--- src/rtl/ifx_dig_data_bus_arbiter.sv ---
// ifx_dig_data_bus_arbiter: round-robin arbiter sharing one data bus between NUM_REQ burst requesters
//   clk_i, rst_i          : bus clock, synchronous active-high reset
//   req_valid_i/_data_i/_last_i, req_ready_o : per-requester beat handshake (requester k data at [k*DWIDTH +: DWIDTH])
//   data_o/_valid_o/_last_o/_src_o, data_ready_i : registered bus output stage toward the sink
//   burst_err_o           : one-cycle pulse with the beat that force-released a grant at MAX_BURST
module ifx_dig_data_bus_arbiter #(
   parameter int DWIDTH    = 1,
   parameter int NUM_REQ   = 4,
   parameter int MAX_BURST = 16,
   localparam int SRCW     = (NUM_REQ > 1) ? $clog2(NUM_REQ) : 1
) (
   input  logic                      clk_i,
   input  logic                      rst_i,
   input  logic [NUM_REQ-1:0]        req_valid_i,
   input  logic [NUM_REQ*DWIDTH-1:0] req_data_i,
   input  logic [NUM_REQ-1:0]        req_last_i,
   output logic [NUM_REQ-1:0]        req_ready_o,
   output logic [DWIDTH-1:0]         data_o,
   output logic                      data_valid_o,
   output logic                      data_last_o,
   output logic [SRCW-1:0]           data_src_o,
   input  logic                      data_ready_i,
   output logic                      burst_err_o
);
   typedef enum logic {IDLE, BUSY} state_t;
   state_t            state_q, state_d;
   logic [SRCW-1:0]   rr_ptr_q, rr_ptr_d, gnt_id_q, gnt_id_d, src_q, src_d;
   logic [7:0]        beat_cnt_q, beat_cnt_d;
   logic [DWIDTH-1:0] data_q, data_d;
   logic              valid_q, valid_d, last_q, last_d, err_q, err_d;
   logic              out_rdy, acc, at_max, rel, found;
   logic [SRCW-1:0]   pick, gnt_nxt;
   logic [SRCW:0]     cand;
   logic [DWIDTH-1:0] req_slice [NUM_REQ];

   for (genvar k = 0; k < NUM_REQ; k++) begin : g_slice
      assign req_slice[k] = req_data_i[k*DWIDTH +: DWIDTH];
   end

   // first valid requester at or after rr_ptr; the candidate index is reduced modulo NUM_REQ
   always_comb begin
      pick  = '0;
      found = 1'b0;
      cand  = '0;
      for (int i = 0; i < NUM_REQ; i++) begin
         cand = {1'b0, rr_ptr_q} + (SRCW+1)'(i);
         if (cand >= (SRCW+1)'(NUM_REQ)) cand = cand - (SRCW+1)'(NUM_REQ);
         if (!found && req_valid_i[cand[SRCW-1:0]]) begin
            found = 1'b1;
            pick  = cand[SRCW-1:0];
         end
      end
   end

   always_comb begin
      out_rdy     = !valid_q | data_ready_i;
      acc         = (state_q == BUSY) & out_rdy & req_valid_i[gnt_id_q];
      at_max      = beat_cnt_q == 8'(MAX_BURST-1);
      rel         = acc & (req_last_i[gnt_id_q] | at_max);
      gnt_nxt     = (gnt_id_q == SRCW'(NUM_REQ-1)) ? '0 : gnt_id_q + 1'b1;
      req_ready_o = '0;
      if (state_q == BUSY) req_ready_o[gnt_id_q] = out_rdy;
      state_d     = (state_q == IDLE) ? (found ? BUSY : IDLE) : (rel ? IDLE : BUSY);
      rr_ptr_d    = rel ? gnt_nxt : rr_ptr_q;
      gnt_id_d    = (state_q == IDLE && found) ? pick : gnt_id_q;
      beat_cnt_d  = (state_q == IDLE) ? 8'd0 : acc ? beat_cnt_q + 8'd1 : beat_cnt_q;
      data_d      = acc ? req_slice[gnt_id_q] : data_q;
      src_d       = acc ? gnt_id_q : src_q;
      last_d      = acc ? (req_last_i[gnt_id_q] | at_max) : last_q;
      valid_d     = acc | (valid_q & !data_ready_i);
      // a release without the requester's own last flag can only be the MAX_BURST cut
      err_d       = rel & !req_last_i[gnt_id_q];
   end

   always_ff @(posedge clk_i) begin
      if (rst_i) begin
         state_q    <= IDLE;
         rr_ptr_q   <= '0;
         gnt_id_q   <= '0;
         beat_cnt_q <= '0;
         data_q     <= '0;
         valid_q    <= 1'b0;
         last_q     <= 1'b0;
         src_q      <= '0;
         err_q      <= 1'b0;
      end else begin
         state_q    <= state_d;
         rr_ptr_q   <= rr_ptr_d;
         gnt_id_q   <= gnt_id_d;
         beat_cnt_q <= beat_cnt_d;
         data_q     <= data_d;
         valid_q    <= valid_d;
         last_q     <= last_d;
         src_q      <= src_d;
         err_q      <= err_d;
      end
   end

   assign data_o       = data_q;
   assign data_valid_o = valid_q;
   assign data_last_o  = last_q;
   assign data_src_o   = src_q;
   assign burst_err_o  = err_q;
endmodule

--- config.mk ---
export PLATFORM = sky130hd
export DESIGN_NAME = ifx_dig_data_bus_arbiter
export DESIGN_NICKNAME = d
export VERILOG_FILES = /design/src/rtl/ifx_dig_data_bus_arbiter.sv
export SDC_FILE = /design/constraint.sdc
export NUM_CORES = 1
export LEC_CHECK = 0
export ABC_AREA = 1
export CAP_MARGIN = 20
export CORE_UTILIZATION = 54
export DETAILED_ROUTE_END_ITERATION = 8
export PLACE_DENSITY = 0.95
export SYNTH_ARGS = -nofsm -noshare
export SYNTH_HDL_FRONTEND = slang
export SYNTH_SLANG_ARGS = --single-unit
--- constraint.sdc ---
create_clock -name clk_i -period 2.7 [get_ports clk_i]
set_input_delay 0.675 -clock clk_i [delete_from_list [all_inputs] [get_ports clk_i]]
set_output_delay 0.675 -clock clk_i [all_outputs]
set_load 0.005 [all_outputs]
Word level (Yosys, flattened, before mapping)

Index checks and enable logic that the tools add are counted.

Register bits after elaboration: 19
Output and inout bits: 10

Add/subtract/negate cells: 9
$lt $le $gt $ge: 11
Equality and inequality tests: 2
Mux-type cells: 34
Bitwise operators: 11
Reduce and logical (&&, ||, !) cells: 12

Operators with widths:

| kind                | count |
|---|---|
| $mux 2              | 9 |
| $mux 1              | 16 |
| $lt 2x3->1 const B  | 5 |
| $bmux 1 s2          | 7 |
| $ge 3x3->1 const B  | 4 |
| $add 8x1->8 const B | 1 |
| $eq 8x4->1 const B  | 1 |
| $sub 2x1->2 const B | 4 |
| $add 2x2->3 const B | 2 |
| $logic_not 1->1     | 6 |
| $and 1x1->1         | 5 |
| $logic_and 1x1->1   | 5 |
| $and 4x4->4         | 1 |
| $mux 4              | 1 |
| $add 2x1->3 const B | 1 |
| $ge 2x3->1 const B  | 1 |
| $not 2->3           | 1 |
| $or 1x1->1          | 3 |
| $add 2x1->2 const B | 1 |
| $demux 1 s2         | 1 |
| $eq 2x2->1 const B  | 1 |
| $ge 2x1->1 const B  | 1 |
| $reduce_or 2->1     | 1 |
| $not 1->1           | 1 |

Longest topological paths before layout

Depth in word-level cells: 16
Depth in mapped cells: 13
Mapped depth without buffers: 12

Worst setup path after synthesis

Ideal clock, no wire load.

Path type: input port to output port
Start point: input data_ready_i
End point: output req_ready_o[3]
Data arrival time: 972 ps
Required time: 2025 ps
Setup slack: 1053 ps
Stages on the path: 4
Path buffers: 0
Cells stage by stage: nor2_1 -> inv_1 -> nand2_1 -> nor2_1

Cells in the longest elaborated chain, start to end: 3

RTL lines:

| element                      | RTL line | RTL |
|---|---|---|
| start, declared              | 22       | `input logic data_ready_i,` |
| $or 1x1->1                   | 56       | `out_rdy = !valid_q \| data_ready_i;` |
| $and 4x4->4 (no source line) | --       |  |
| $mux 4                       | 62       | `if (state_q == BUSY) req_ready_o[gnt_id_q] = out_rdy;` |
| end, declared                | 17       | `output logic [NUM_REQ-1:0] req_ready_o,` |

No other way between the ends.

Worst setup path in the final report

Start point: input data_ready_i
End point: output req_ready_o[2]

The elaborated chain is that of the path after synthesis.

==> results.json <==
{
  "numPortBuffers": 24,
  "timing.final.hold_violations": 0,
  "ys_seq_elements": 19,
  "detailedRoute.firstPassIterationCount": 4,
  "postSynthNetCount": 220,
  "route.antenna.remaining_nets": 0,
  "routedWlPerCell_um": 11.3,
  "rsz0062_at_grt": "no",
  "via_count": 1319,
  "tritoncts": "yes",
  "min_period_over_period_pct": 97.2,
  "number_of_fill_cells": 166,
  "postSynthCellCount": 200,
  "floorplan.initialDensity_pct": 57.2,
  "synth_warnings": 0,
  "ios": 25,
  "max_slew_headroom_at_the_worst_pin_pct": 71.7,
  "grt_usage_pct": 25.3,
  "cp-end-kind": "primary output",
  "synth_fa_ha_area_share_pct": 4.99,
  "antenna_violations_before_repair": 0,
  "layout.nets": 246,
  "r2r.worst_path.cells": 8,
  "drc_errors": 0,
  "remaining_global_route_overflow": 0,
  "critical_path.startpoint_type": "primary input",
  "synth.top_cells.by_count": "58 x sky130_fd_sc_hd__nand2_1, 25 x sky130_fd_sc_hd__nor2_1, 24 x sky130_fd_sc_hd__inv_1",
  "ys_types": 22,
  "floorplan.die.width_um": 50.2,
  "fin_worst_hold_slack_ns": 0.475,
  "hold-path-cell-count": 2,
  "synth_enable_flop_cells": 0,
  "worstPathArrival_ns": 1.95,
  "maxCapViolations": 0,
  "total_leakage_power_nw": 0.712,
  "worst-path-max-fanout": 5,
  "synth_largest_type_area_fraction_pct": 30.3,
  "fin_area_sq_um": 1530,
  "seq_area_frac_synth_pct": 30.3,
  "netlist_area_sq_um": 1250,
  "clk_pin_slew_ns": 0.11,
  "post_synth_xor_area_fraction_pct": 1.40,
  "ff2ff_setup_slack_ns": 1.11,
  "skew_ns": 0.00469,
  "dieArea_sq_um": 2520,
  "grt_pass1_vias": 1175,
  "clk_path_buf_depth": 2,
  "cts_num_sinks": 19,
  "critPathLaunch": "data_ready_i",
  "worstSetupPathType": "primary input to primary output",
  "totalWireLength_mm": 2.86,
  "tns_ns": 0,
  "detailed_place_hpwl_mm": 2.08,
  "synth_area_leaders": "sky130_fd_sc_hd__dfxtp_1 30%, sky130_fd_sc_hd__nand2_1 17%, sky130_fd_sc_hd__nor2_1 7.5%",
  "multiInputGateArea_sq_um": 722,
  "met2_usage_pct": 40.2,
  "postPlaceCellArea_sq_um": 1500,
  "post_cts_buffers": 0,
  "hold_buffers": 0,
  "tightest_slew_ns": 0.424,
  "timing.hold.worst.start": "data_last_o$_SDFFE_PP0P_",
  "synth_compound_area_share_pct": 12.4,
  "postSynthAreaPerCell_sq_um": 6.27,
  "finalSetupViolCount": 0,
  "largest_net_degree_at_the_start_of_global_routing": 16,
  "numCtsBuffers": 3,
  "drt-initial-drc-count": 36,
  "grt.busiest_layer": "met2",
  "detail_route.vias_per_cell": 5.21,
  "slew_violations": 0,
  "synth.area.mux_share_pct": 0,
  "power_per_cell_area_nw_per_um2": 822,
  "largest_family_of_logic_cells_by_synthesized_area": "simple AND/OR/NAND/NOR gates",
  "fmax_mhz": 381,
  "num_antenna_cells": 0,
  "global_route.usage.met1_pct": 32.4,
  "regToRegEndpoint": "rr_ptr_q[1]$_SDFFE_PP0P_",
  "async_flop_share_pct": 0,
  "fp-row-count": 17,
  "die_h_um": 50.2,
  "area.growth.synth_to_final_pct": 21.9,
  "final_period_minus_worst_setup_slack_ns": 2.62,
  "fin_util_pct": 69.7,
  "worstSkewPairLatency_ns": 0.32,
  "synth_most_common_cell": "sky130_fd_sc_hd__nand2_1",
  "hold_path.class": "register to register",
  "placeableCoreArea_sq_um": 2190,
  "globalplace.congestion": 0.855,
  "fraction_of_final_layout_cells_sized_beyond_drive_strength_1_pct": 8.44,
  "clk_root_buffer_cell": "sky130_fd_sc_hd__clkbuf_4",
  "yosysTopAreaCell": "sky130_fd_sc_hd__dfxtp_1",
  "final-seq-area_sq_um": 382,
  "grt.met3_usage_pct": 4.24,
  "worst-endpoint-required_ns": 2.03,
  "worstSetupEndpoint": "req_ready_o[2]",
  "grt_pass1_wl_mm": 4.89,
  "worst_ir_drop_vdd_mv": 0.490,
  "htreeDepth": 1,
  "run_status": "complete, no violations",
  "worst_r2r_startpoint": "gnt_id_q[1]$_SDFFE_PP0P_",
  "simple_logic_cell_fraction_of_the_synthesized_area_pct": 38.8,
  "synth_flop_cell": "sky130_fd_sc_hd__dfxtp_1"
}
[critical path: stages]
cell and delay (ns):
sky130_fd_sc_hd__clkdlybuf4s50_1 0.45, sky130_fd_sc_hd__nor2_1 0.06, sky130_fd_sc_hd__inv_2 0.10, sky130_fd_sc_hd__nand2_1 0.05, sky130_fd_sc_hd__nor2_1 0.10, sky130_fd_sc_hd__clkdlybuf4s50_1 0.51
[per-stage QoR]
| stage | std cells | power [W] | setup WS [ns] |
|---|---|---|---|
| floorplan | 200 | 0.000916 | 1.05 |
| global placement | 249 | 0.00108 | 0.0684 |
| detailed placement | 249 | 0.00110 | 0.00258 |
| CTS | 253 | 0.00125 | 0.0375 |
| global route | 253 | 0.00136 | 0.0245 |
| finish | 253 | 0.00126 | 0.0767 |
[cell families after synthesis]
logic type | after synthesis
AO/OA/AOI/OAI | 29
XOR/XNOR | 2
adder cells (fa/ha/maj) | 5
buffers and inverters | 32
flip-flops | 19
AND/OR/NAND/NOR | 113
[cell type report]
class	instances	share of cell area (%)
Clock buffer	4	1.72
Inverter	28	7.21
Multi-Input combinational cell	149	47.3
Sequential cell	19	25.0
Tap cell	28	2.29
Timing Repair Buffer	25	16.5
[placed cells by master (no fill, tap or decap)]
| master | netlist | routed |
|---|---|---|
| sky130_fd_sc_hd__nor2_1 | 25 | 25 |
| sky130_fd_sc_hd__clkdlybuf4s50_1 | 0 | 22 |
| sky130_fd_sc_hd__nor2_4 | 1 | 1 |
| sky130_fd_sc_hd__nand3_1 | 12 | 12 |
| sky130_fd_sc_hd__o21ai_1 | 2 | 2 |
| sky130_fd_sc_hd__dfxtp_1 | 19 | 18 |
| sky130_fd_sc_hd__nand3_2 | 1 | 1 |
| sky130_fd_sc_hd__clkbuf_1 | 0 | 1 |
| sky130_fd_sc_hd__inv_1 | 24 | 23 |
| sky130_fd_sc_hd__nand4_1 | 3 | 3 |
| sky130_fd_sc_hd__nand2_1 | 58 | 58 |
| sky130_fd_sc_hd__clkbuf_4 | 0 | 3 |
| sky130_fd_sc_hd__a21oi_1 | 12 | 12 |
| sky130_fd_sc_hd__inv_6 | 1 | 1 |
| sky130_fd_sc_hd__o21ai_0 | 10 | 10 |
| sky130_fd_sc_hd__ha_1 | 5 | 5 |
| sky130_fd_sc_hd__dlymetal6s2s_1 | 0 | 2 |
| sky130_fd_sc_hd__xor2_1 | 2 | 2 |
| sky130_fd_sc_hd__inv_2 | 3 | 4 |
| sky130_fd_sc_hd__dfxtp_2 | 0 | 1 |
| sky130_fd_sc_hd__nand2_2 | 7 | 7 |
| sky130_fd_sc_hd__nor3_1 | 5 | 5 |
| sky130_fd_sc_hd__o211ai_1 | 3 | 3 |
| sky130_fd_sc_hd__nor4_1 | 1 | 1 |
| sky130_fd_sc_hd__buf_4 | 1 | 1 |
| sky130_fd_sc_hd__o22ai_1 | 2 | 2 |
[layer usage]
metal | share of wire [%] | vias up
li1 | - | 684
met1 | 46 | 577
met2 | 45 | 51
met3 | 6.6 | 7
met4 | 2.1 | 0
met5 | 0 | -
[registers in the layout (all words and copies together), names as in the netlist]
register	flops
beat_cnt_q	8
burst_err_o	1
data_last_o	1
data_o	1
data_src_o	2
data_valid_o	1
gnt_id_q	2
rr_ptr_q	2
state_q	1
[power by group]
part           leakage (nW)  internal, W  total [W]  switching, W
Sequential            0.155     0.000343   0.000418     0.0000752
Clock                0.0150    0.0000579   0.000152     0.0000944
Combinational         0.542     0.000273   0.000686      0.000413
[timing repair]
action                                  4_1_cts  5_1_grt
hold endpoints to repair                      0        0
pin swaps                                     0        0
gates resized for setup                       1        3
endpoints found under the setup margin        1        2
gates cloned                                  0        0
[how the worst min path moves through the flow]
| stage | to | slack, ns |
|---|---|---|
| floorplan | beat_cnt_q[7]$_SDFFE_PP0P_ | 0.44 |
| global placement | data_o$_SDFFE_PP0P_ | 0.46 |
| detailed placement | data_last_o$_SDFFE_PP0P_ | 0.46 |
| CTS | data_last_o$_SDFFE_PP0P_ | 0.48 |
| global route | data_last_o$_SDFFE_PP0P_ | 0.49 |
| finish | data_last_o$_SDFFE_PP0P_ | 0.47 |
(Power assumes the default switching activity.)
